[src/rtl/sar_operand_search.sv]
// rtl/sar_operand_search.sv - successive-approximation signed operand search against an external A<B comparator
//
// Purpose:
//   Binary-searches a WIDTH-bit two's-complement probe (operand B) until it equals a
//   hidden target (operand A) using only the comparator's less-than flag. The search
//   runs in offset binary so that setting bits MSB-first walks the signed range
//   monotonically; each trial is converted back to two's complement by flipping the MSB.
//
// Ports:
//   clk        rising-edge clock
//   rst_n      asynchronous active-low reset
//   start      begin a search (sampled only in IDLE)
//   abort      synchronous cancel back to IDLE, no done pulse
//   probe      signed operand B presented to the comparator (registered)
//   probe_vld  probe is stable and a compare is requested
//   cmp_vld    comparator result valid for the current probe
//   cmp_lt     1 = target < probe (signed)
//   cmp_eq     1 = target == probe (only with SAR_EQ_EXIT_EN)
//   busy       search in progress
//   done       one-cycle pulse, result valid
//   result     signed search result, held until the next search completes
//
// Configuration:
//   SAR_EQ_EXIT_EN  adds cmp_eq; an equal compare ends the search early.
module sar_operand_search #(
  parameter int WIDTH = 6
) (
  input  logic             clk,
  input  logic             rst_n,
  input  logic             start,
  input  logic             abort,
  output logic [WIDTH-1:0] probe,
  output logic             probe_vld,
  input  logic             cmp_vld,
  input  logic             cmp_lt,
`ifdef SAR_EQ_EXIT_EN
  input  logic             cmp_eq,
`endif
  output logic             busy,
  output logic             done,
  output logic [WIDTH-1:0] result
);

  localparam int              IW       = (WIDTH > 1) ? $clog2(WIDTH) : 1;
  localparam logic [WIDTH-1:0] ONE      = WIDTH'(1);
  localparam logic [WIDTH-1:0] MSB_MASK = ONE << (WIDTH - 1);
  localparam logic [IW-1:0]    TOP_IDX  = IW'(WIDTH - 1);

  typedef enum logic [1:0] {
    S_IDLE,
    S_PROBE,
    S_DONE
  } state_t;

  state_t           state;
  logic [WIDTH-1:0] acc;
  logic [IW-1:0]    idx;

  logic [WIDTH-1:0] bit_i;
  logic [WIDTH-1:0] acc_upd;
  logic [WIDTH-1:0] next_probe;

  // acc only ever holds bits above idx, so OR-ing in the trial bit is exact.
  // target >= probe keeps the trial bit; target < probe drops it.
  always_comb begin
    bit_i      = ONE << idx;
    acc_upd    = cmp_lt ? acc : (acc | bit_i);
    next_probe = (acc_upd | (bit_i >> 1)) ^ MSB_MASK;
  end

  always_ff @(posedge clk or negedge rst_n) begin
    if (!rst_n) begin
      state     <= S_IDLE;
      acc       <= '0;
      idx       <= TOP_IDX;
      probe     <= '0;
      probe_vld <= 1'b0;
      busy      <= 1'b0;
      done      <= 1'b0;
      result    <= '0;
    end else begin
      done <= 1'b0;
      case (state)
        S_IDLE: begin
          if (start && !abort) begin
            acc       <= '0;
            idx       <= TOP_IDX;
            // First trial is the offset-binary MSB alone, i.e. signed zero.
            probe     <= '0;
            probe_vld <= 1'b1;
            busy      <= 1'b1;
            state     <= S_PROBE;
          end
        end

        S_PROBE: begin
          if (abort) begin
            probe_vld <= 1'b0;
            busy      <= 1'b0;
            state     <= S_IDLE;
          end else if (cmp_vld) begin
`ifdef SAR_EQ_EXIT_EN
            // Equality wins over a (contradictory) less-than flag.
            if (cmp_eq) begin
              result    <= probe;
              done      <= 1'b1;
              probe_vld <= 1'b0;
              busy      <= 1'b0;
              state     <= S_DONE;
            end else
`endif
            begin
              acc <= acc_upd;
              if (idx == '0) begin
                result    <= acc_upd ^ MSB_MASK;
                done      <= 1'b1;
                probe_vld <= 1'b0;
                busy      <= 1'b0;
                state     <= S_DONE;
              end else begin
                idx   <= idx - 1'b1;
                probe <= next_probe;
              end
            end
          end
        end

        S_DONE: begin
          // One cycle with done high; start here is ignored.
          state <= S_IDLE;
        end

        default: begin
          state     <= S_IDLE;
          probe_vld <= 1'b0;
          busy      <= 1'b0;
        end
      endcase
    end
  end

endmodule

[config.mk]
export PLATFORM = sky130hd
export DESIGN_NAME = sar_operand_search
export DESIGN_NICKNAME = d
export VERILOG_FILES = /design/src/rtl/sar_operand_search.sv
export SDC_FILE = /design/constraint.sdc
export NUM_CORES = 1
export LEC_CHECK = 0
export ABC_CLOCK_PERIOD_IN_PS = 1600
export BUFFER_PORTS_ARGS = -buffer_cell sky130_fd_sc_hd__buf_2
export CORE_MARGIN = 2
export CORE_UTILIZATION = 54
export CTS_CLUSTER_SIZE = 14
export DETAILED_ROUTE_END_ITERATION = 6
export PLACE_DENSITY = 0.84
export SYNTH_ARGS = -nofsm -noshare
export SYNTH_HDL_FRONTEND = slang
export SYNTH_SLANG_ARGS = --single-unit
[constraint.sdc]
create_clock -name clk -period 1.6 [get_ports clk]
set_input_delay 0.16 -clock clk [delete_from_list [all_inputs] [get_ports clk]]
set_output_delay 0.16 -clock clk [all_outputs]
set_load 0.03 [all_outputs]
### Yosys cells after proc, flatten, opt, wreduce, memory -nomap -nowiden

Cells that the tools add are included.

| storage, ports and cells | value |
|---|---|
| bits in registers | 25 |
| logic and storage cells | 61 |

| operators by class | value |
|---|---|
| reductions and logical operators | 10 |
| shift-type cells | 1 |
| bitwise logic cells | 6 |
| multiplexer cells | 28 |
| $add $sub $neg | 1 |
| equal/unequal tests | 8 |

Operators by type and width:

| cell | count |
|---|---|
| two-way mux 6 bit | 7 |
| one-hot mux 6 bit (2 select lines) | 2 |
| two-way mux 3 bit | 4 |
| AND reduction 4 bit | 3 |
| two-way mux 1 bit | 8 |
| two-way mux 2 bit | 4 |
| inequality test 2 bit (second input constant) | 4 |
| inequality test 3 bit (second input constant) | 2 |
| OR 6 x 5 -> 6 bit | 1 |
| OR 6 bit | 1 |
| one-hot mux 3 bit (2 select lines) | 1 |
| left shift 1 x 3 -> 6 bit (first input constant) | 1 |
| AND reduction 5 bit | 1 |
| NOT 1 bit | 4 |
| one-hot mux 2 bit (2 select lines) | 1 |
| zero test 3 bit | 1 |
| one-hot mux 1 bit (3 select lines) | 1 |
| AND reduction 3 bit | 1 |
| subtractor 3 x 1 -> 3 bit (second input constant) | 1 |
| == test 2 x 1 -> 1 bit (second input constant) | 1 |
| == test 2 bit (second input constant) | 1 |
| zero test 2 bit | 1 |
| nonzero test 2 bit | 1 |
| logical AND 1 bit | 1 |
| zero test 1 bit | 1 |

### Depth between registers and ports, before layout

| logic depth | value |
|---|---|
| depth in word-level cells | 9 |
| depth in mapped cells | 7 |
| mapped depth without buffers | 6 |

### Worst setup path before layout

No wires, ideal clock.

| path | value |
|---|---|
| kind | reg2reg |
| start | register idx[0] |
| end | register probe[0] |
| setup slack | 0.150 ns |
| data arrival time | 1.328 ns |
| required time | 1.478 ns |
| period minus slack after synthesis | 1.450 ns |
| library setup time | 0.122 ns |
| stages on the path, launching flop included | 8 |
| path through | dfstp_2 inv_1 ha_1 nand2b_4 nand2_2 buf_6 nand3_1 o21ai_1 |

| on the way | value |
|---|---|
| word-level cells in the longest chain between the ends | 8 |
| elaborated cells on any way between the ends | 11 |
| those cells by class | eq/ne (1); shift (1); mux (5); bitwise (2); reduce/logical (2) |

RTL lines:

| item | line | source |
|---|---|---|
| start: declaration | 57 | `logic [IW-1:0] idx;` |
| start signal: assignment | 121 | `idx <= idx - 1'b1;` |
| left shift 1 x 3 -> 6 bit | 66 | `bit_i = ONE << idx;` |
| OR 6 bit | 67 | `acc_upd = cmp_lt ? acc : (acc \| bit_i);` |
| two-way mux 6 bit | 67 |  |
| OR 6 x 5 -> 6 bit | 68 | `next_probe = (acc_upd \| (bit_i >> 1)) ^ MSB_MASK;` |
| two-way mux 6 bit | 114 | `if (idx == '0) begin` |
| two-way mux 6 bit | 101 | `end else if (cmp_vld) begin` |
| two-way mux 6 bit | 97 | `if (abort) begin` |
| one-hot mux 6 bit (2 select lines) | 83 | `case (state)` |
| end signal: assignment | 122 | `probe <= next_probe;` |
| end: declaration | 32 | `output logic [WIDTH-1:0] probe,` |

Several ways; a longest one is shown, not always the timed one. The select of a mux whose other input is x is not followed.
A chain may end at the register's enable or synchronous reset.

### Worst setup path after layout

| path | value |
|---|---|
| start | register idx[1] |
| end | register result[5] |

| on the way | value |
|---|---|
| word-level cells in the longest chain between the ends | 4 |
| elaborated cells on any way between the ends | 6 |
| those cells by class | shift (1); mux (1); bitwise (2); reduce/logical (2) |

RTL lines:

| item | line | source |
|---|---|---|
| left shift 1 x 3 -> 6 bit | 66 |  |
| OR 6 bit | 67 |  |
| two-way mux 6 bit | 67 |  |
| NOT 1 bit (no source line) | n/a |  |
| end signal: assignment | 115 | `result <= acc_upd ^ MSB_MASK;` |
| end: declaration | 41 | `output logic [WIDTH-1:0] result` |

Several ways; a longest one is shown, not always the timed one.

==> qor.txt <==
==================================================================================
Worst slew margin relative to its limit .............................        0.639
Slowest stage delay, CP .............................................       440 ps
Shortest period the worst path allows ...............................      1540 ps
Clk pin slew, worst setup/hold paths ................................       120 ps
Sum of internal, switching and leakage power ........................      1.56 mW
Synthesized area per cell ...........................................   10.3 sq um
Critical Path Sink Type .............................................     register
Total of flip-flops plus latches after synthesis ....................           25
Critical path destination ...........................................    result[5]
Total vias in the final route .......................................          939
Kind of path behind the tightest hold check .........................    in -> reg
Power density of the placed cells ................................... 1110 mW/mm^2
Syn_nets ............................................................          131
Number of unique standard cell types used by synthesis ..............           30
Initial detailed-routing violation count ............................           17
Worst r2r src .......................................................       idx[1]
Post-DR wirelength/cell .............................................      14.2 um
Y dimension of the die ..............................................      51.9 um
Critical Path Source ................................................       idx[1]
Post-DP HPWL ........................................................      1.78 mm
Floorplan die area .................................................. 0.00270 sq mm
Net total in the final layout .......................................          155
Category of the critical setup timing path ..........................   reg -> reg
Vias in the first global route ......................................          890
Signed area change from the synthesized netlist to the final layout .        13.0%
Largest clock skew in the final design ..............................      6.58 ps
Std-Cell Core Area .................................................. 0.00219 sq mm
Cells after synthesis ...............................................          120
Crit-path slowest cell .............................................. sky130_fd_sc_hd__dfrtp_1
Static leakage power ................................................     0.708 nW
Share of layout cells above drive strength 1 ........................        0.280
CTS tree ............................................................         done
TritonRoute pass-1 iters ............................................            4
IO Pins .............................................................           21
Data arrival time of the critical path ..............................      1750 ps
Buffer depth of the longest clock path ..............................            2
First-pass GRT wire length ..........................................      3.87 mm
Fin crit share ......................................................        0.961
Max Freq ............................................................      651 MHz
Number of buffers added by the clock tree synthesis step ............            3
Final Hold Fails ....................................................            0
Maximum fanout encountered on the critical timing path ..............            5
Remaining Overflow, GRT .............................................            0
GRT Util Overall ....................................................        0.198
Ys Warns ............................................................            0
Filler instances ....................................................          180
Crit path cell chain ................................................ inv_1 > ha_2 > nand2b_4 > nor2_4 > mux2_2
# clock sinks .......................................................           25
DRC violations left .................................................            0
Clock root cell ..................................................... sky130_fd_sc_hd__clkbuf_4
Max Cap Violations ..................................................            0
CP Data Required Time ...............................................      1810 ps
Number of cells on the worst reg-to-reg path ........................            5
Reg-to-reg slack, setup .............................................        60 ps
Mapped Area ......................................................... 0.00124 sq mm
Antenna violations before repair ....................................            0
Largest area contributor in the netlist ............................. sky130_fd_sc_hd__dfrtp_1
Total number of H-tree levels .......................................            1
Capturing point of the worst reg2reg path ...........................    result[5]
Portion of the post-synthesis area used by sequential elements ......        0.507
ANT cells ...........................................................            0
Area fraction of the dominant cell type after synthesis .............        0.464
Largest voltage drop on the vdd net .................................       756 uV
Max-slew violation count ............................................            0
Setup repair after global routing missed its margin .................        false
Maximum number of pins on one net before global-route repair ........           26
Total setup violations reported at the end of the flow ..............            0
Antenna viol nets, final ............................................            0
Status ..............................................................    completed
Worst Setup Start Kind ..............................................     register
Ratio of routed vias to standard cells ..............................         5.49
Skew-Pair Late Insertion Delay ......................................       310 ps
Routed wire length ..................................................      2.42 mm
Final setup TNS .....................................................         0 ps
Initial cell density of the core ....................................        0.566
Worst Max-Slew Pin Slew .............................................       542 ps
Width of the die ....................................................      51.9 um
Final estimated routing congestion in global placement ..............        0.869
Std-Cell Rows .......................................................           17
Number of buffers added on ports ....................................           20
Synth area leaders .................................................. sky130_fd_sc_hd__dfrtp_1 46%, sky130_fd_sc_hd__a21oi_1 7.3%, sky130_fd_sc_hd__ha_1 5.0%
==================================================================================
==> cells in the mapped netlist <==
library cell,count
sky130_fd_sc_hd__ha_1,5
sky130_fd_sc_hd__a21oi_2,1
sky130_fd_sc_hd__nand3b_1,1
sky130_fd_sc_hd__nand2b_4,1
sky130_fd_sc_hd__buf_6,4
sky130_fd_sc_hd__mux2i_1,1
sky130_fd_sc_hd__mux2_2,2
sky130_fd_sc_hd__dfrtp_1,23
sky130_fd_sc_hd__nor2_1,14
sky130_fd_sc_hd__nand2_2,2
sky130_fd_sc_hd__nand3_1,7
sky130_fd_sc_hd__nor2b_1,3
sky130_fd_sc_hd__buf_4,1
sky130_fd_sc_hd__a21oi_1,18
sky130_fd_sc_hd__nand2_1,4
sky130_fd_sc_hd__nor2_4,1
sky130_fd_sc_hd__inv_1,8
sky130_fd_sc_hd__and3_1,1
sky130_fd_sc_hd__and4bb_4,1
sky130_fd_sc_hd__dfstp_2,2
sky130_fd_sc_hd__a22oi_1,1
sky130_fd_sc_hd__a31oi_1,2
sky130_fd_sc_hd__a2bb2oi_1,1
sky130_fd_sc_hd__nand4bb_2,1
sky130_fd_sc_hd__o21ai_1,6
sky130_fd_sc_hd__o21ai_0,3
sky130_fd_sc_hd__a31oi_2,1
sky130_fd_sc_hd__a21o_1,3
sky130_fd_sc_hd__a22oi_2,1
sky130_fd_sc_hd__nand4b_1,1
==> cell type report <==
cell class	instances	area (sq um)	share of cell area
Sequential cell	25	628	0.448
Multi-Input combinational cell	82	537	0.383
Timing Repair Buffer	24	145	0.104
Tap cell	28	35.0	0.0250
Inverter	8	30.0	0.0214
Clock buffer	4	26.3	0.0188
==> cells in the final DEF (no fill, tap or decap), drive strengths merged, types with 2 or more instances in the layout <==
cell type,count
a21o,3
a21oi,19
a22oi,2
a31oi,3
buf,23
clkbuf,4
dfrtp,23
dfstp,2
ha,5
inv,8
mux2,2
nand2,6
nand3,7
nor2,15
nor2b,3
o21ai,9
==> metrics by stage <==
stage | setup slack, ps | instances | utilization | hold slack, ps | area (sq um)
2_1_floorplan | 150 | 120 | - | -136 | 1240
3_3_place_gp | 113 | 166 | 0.620 | 172 | 1360
3_5_place_dp | 31.1 | 166 | 0.620 | 174 | 1360
4_1_cts | 13.0 | 171 | 0.636 | 81.2 | 1390
5_1_grt | 1.43 | 171 | 0.640 | 77.1 | 1400
6_report | 62.9 | 171 | 0.640 | 85.8 | 1400
==> worst min-delay path by stage <==
stage | cells past startpoint | slack [ps] | end | start
3_3_place_gp | 1 | 170 | busy | rst_n
5_1_grt | 2 | 80 | result[0] | cmp_lt
6_report | 2 | 90 | result[0] | cmp_lt
3_5_place_dp | 1 | 170 | busy | rst_n
4_1_cts | 2 | 80 | result[0] | cmp_lt
2_1_floorplan | 0 | -140 | acc[0] | rst_n
==> critical path: cells and delay by family, from the launching register on <==
kind,cells,cell delay (ps)
flip-flops,1,440
multiplexers,1,350
adder cells (fa/ha/maj),1,260
AND/OR/NAND/NOR,2,260
buffers and inverters,1,120
==> flip-flops by register name, summed over array words and instances (netlist names) <==
name	cells
done	1
probe	6
idx	3
state	2
busy	1
result	6
acc	6
==> power breakdown <==
part / total [mW] / switching (mW) / leakage, nW / internal (mW)
combinational: 0.499 / 0.321 / 0.361 / 0.178
sequential: 0.781 / 0.0633 / 0.332 / 0.718
clock: 0.276 / 0.178 / 0.0150 / 0.0975
total: 1.56 / 0.562 / 0.708 / 0.993
==> cell families after synthesis <==
kind of cell               count (synthesis)  share of synthesized area
AOI/OAI and AO/OA                         37                      0.178
and+or+nand+nor                           37                      0.173
DFF                                       25                      0.507
buffers and inverters                     13                     0.0666
adders and majority gates                  5                     0.0505
muxes                                      3                     0.0262
==> repair_timing <==
action	4_1_cts	5_1_grt
endpoints found under the setup margin	0	14
resized for setup	0	2
hold endpoints to repair	23	0
buffers inserted	0	0
hold buffers	1	0
==> metal layers <==
metal / routed length (um) / track usage
met1: 1130 / 0.243
met2: 1140 / 0.314
met3: 108 / 0.0517
met4: 49 / 0.110
met5: 0 / 0
Power figures use the tool's default switching activity.
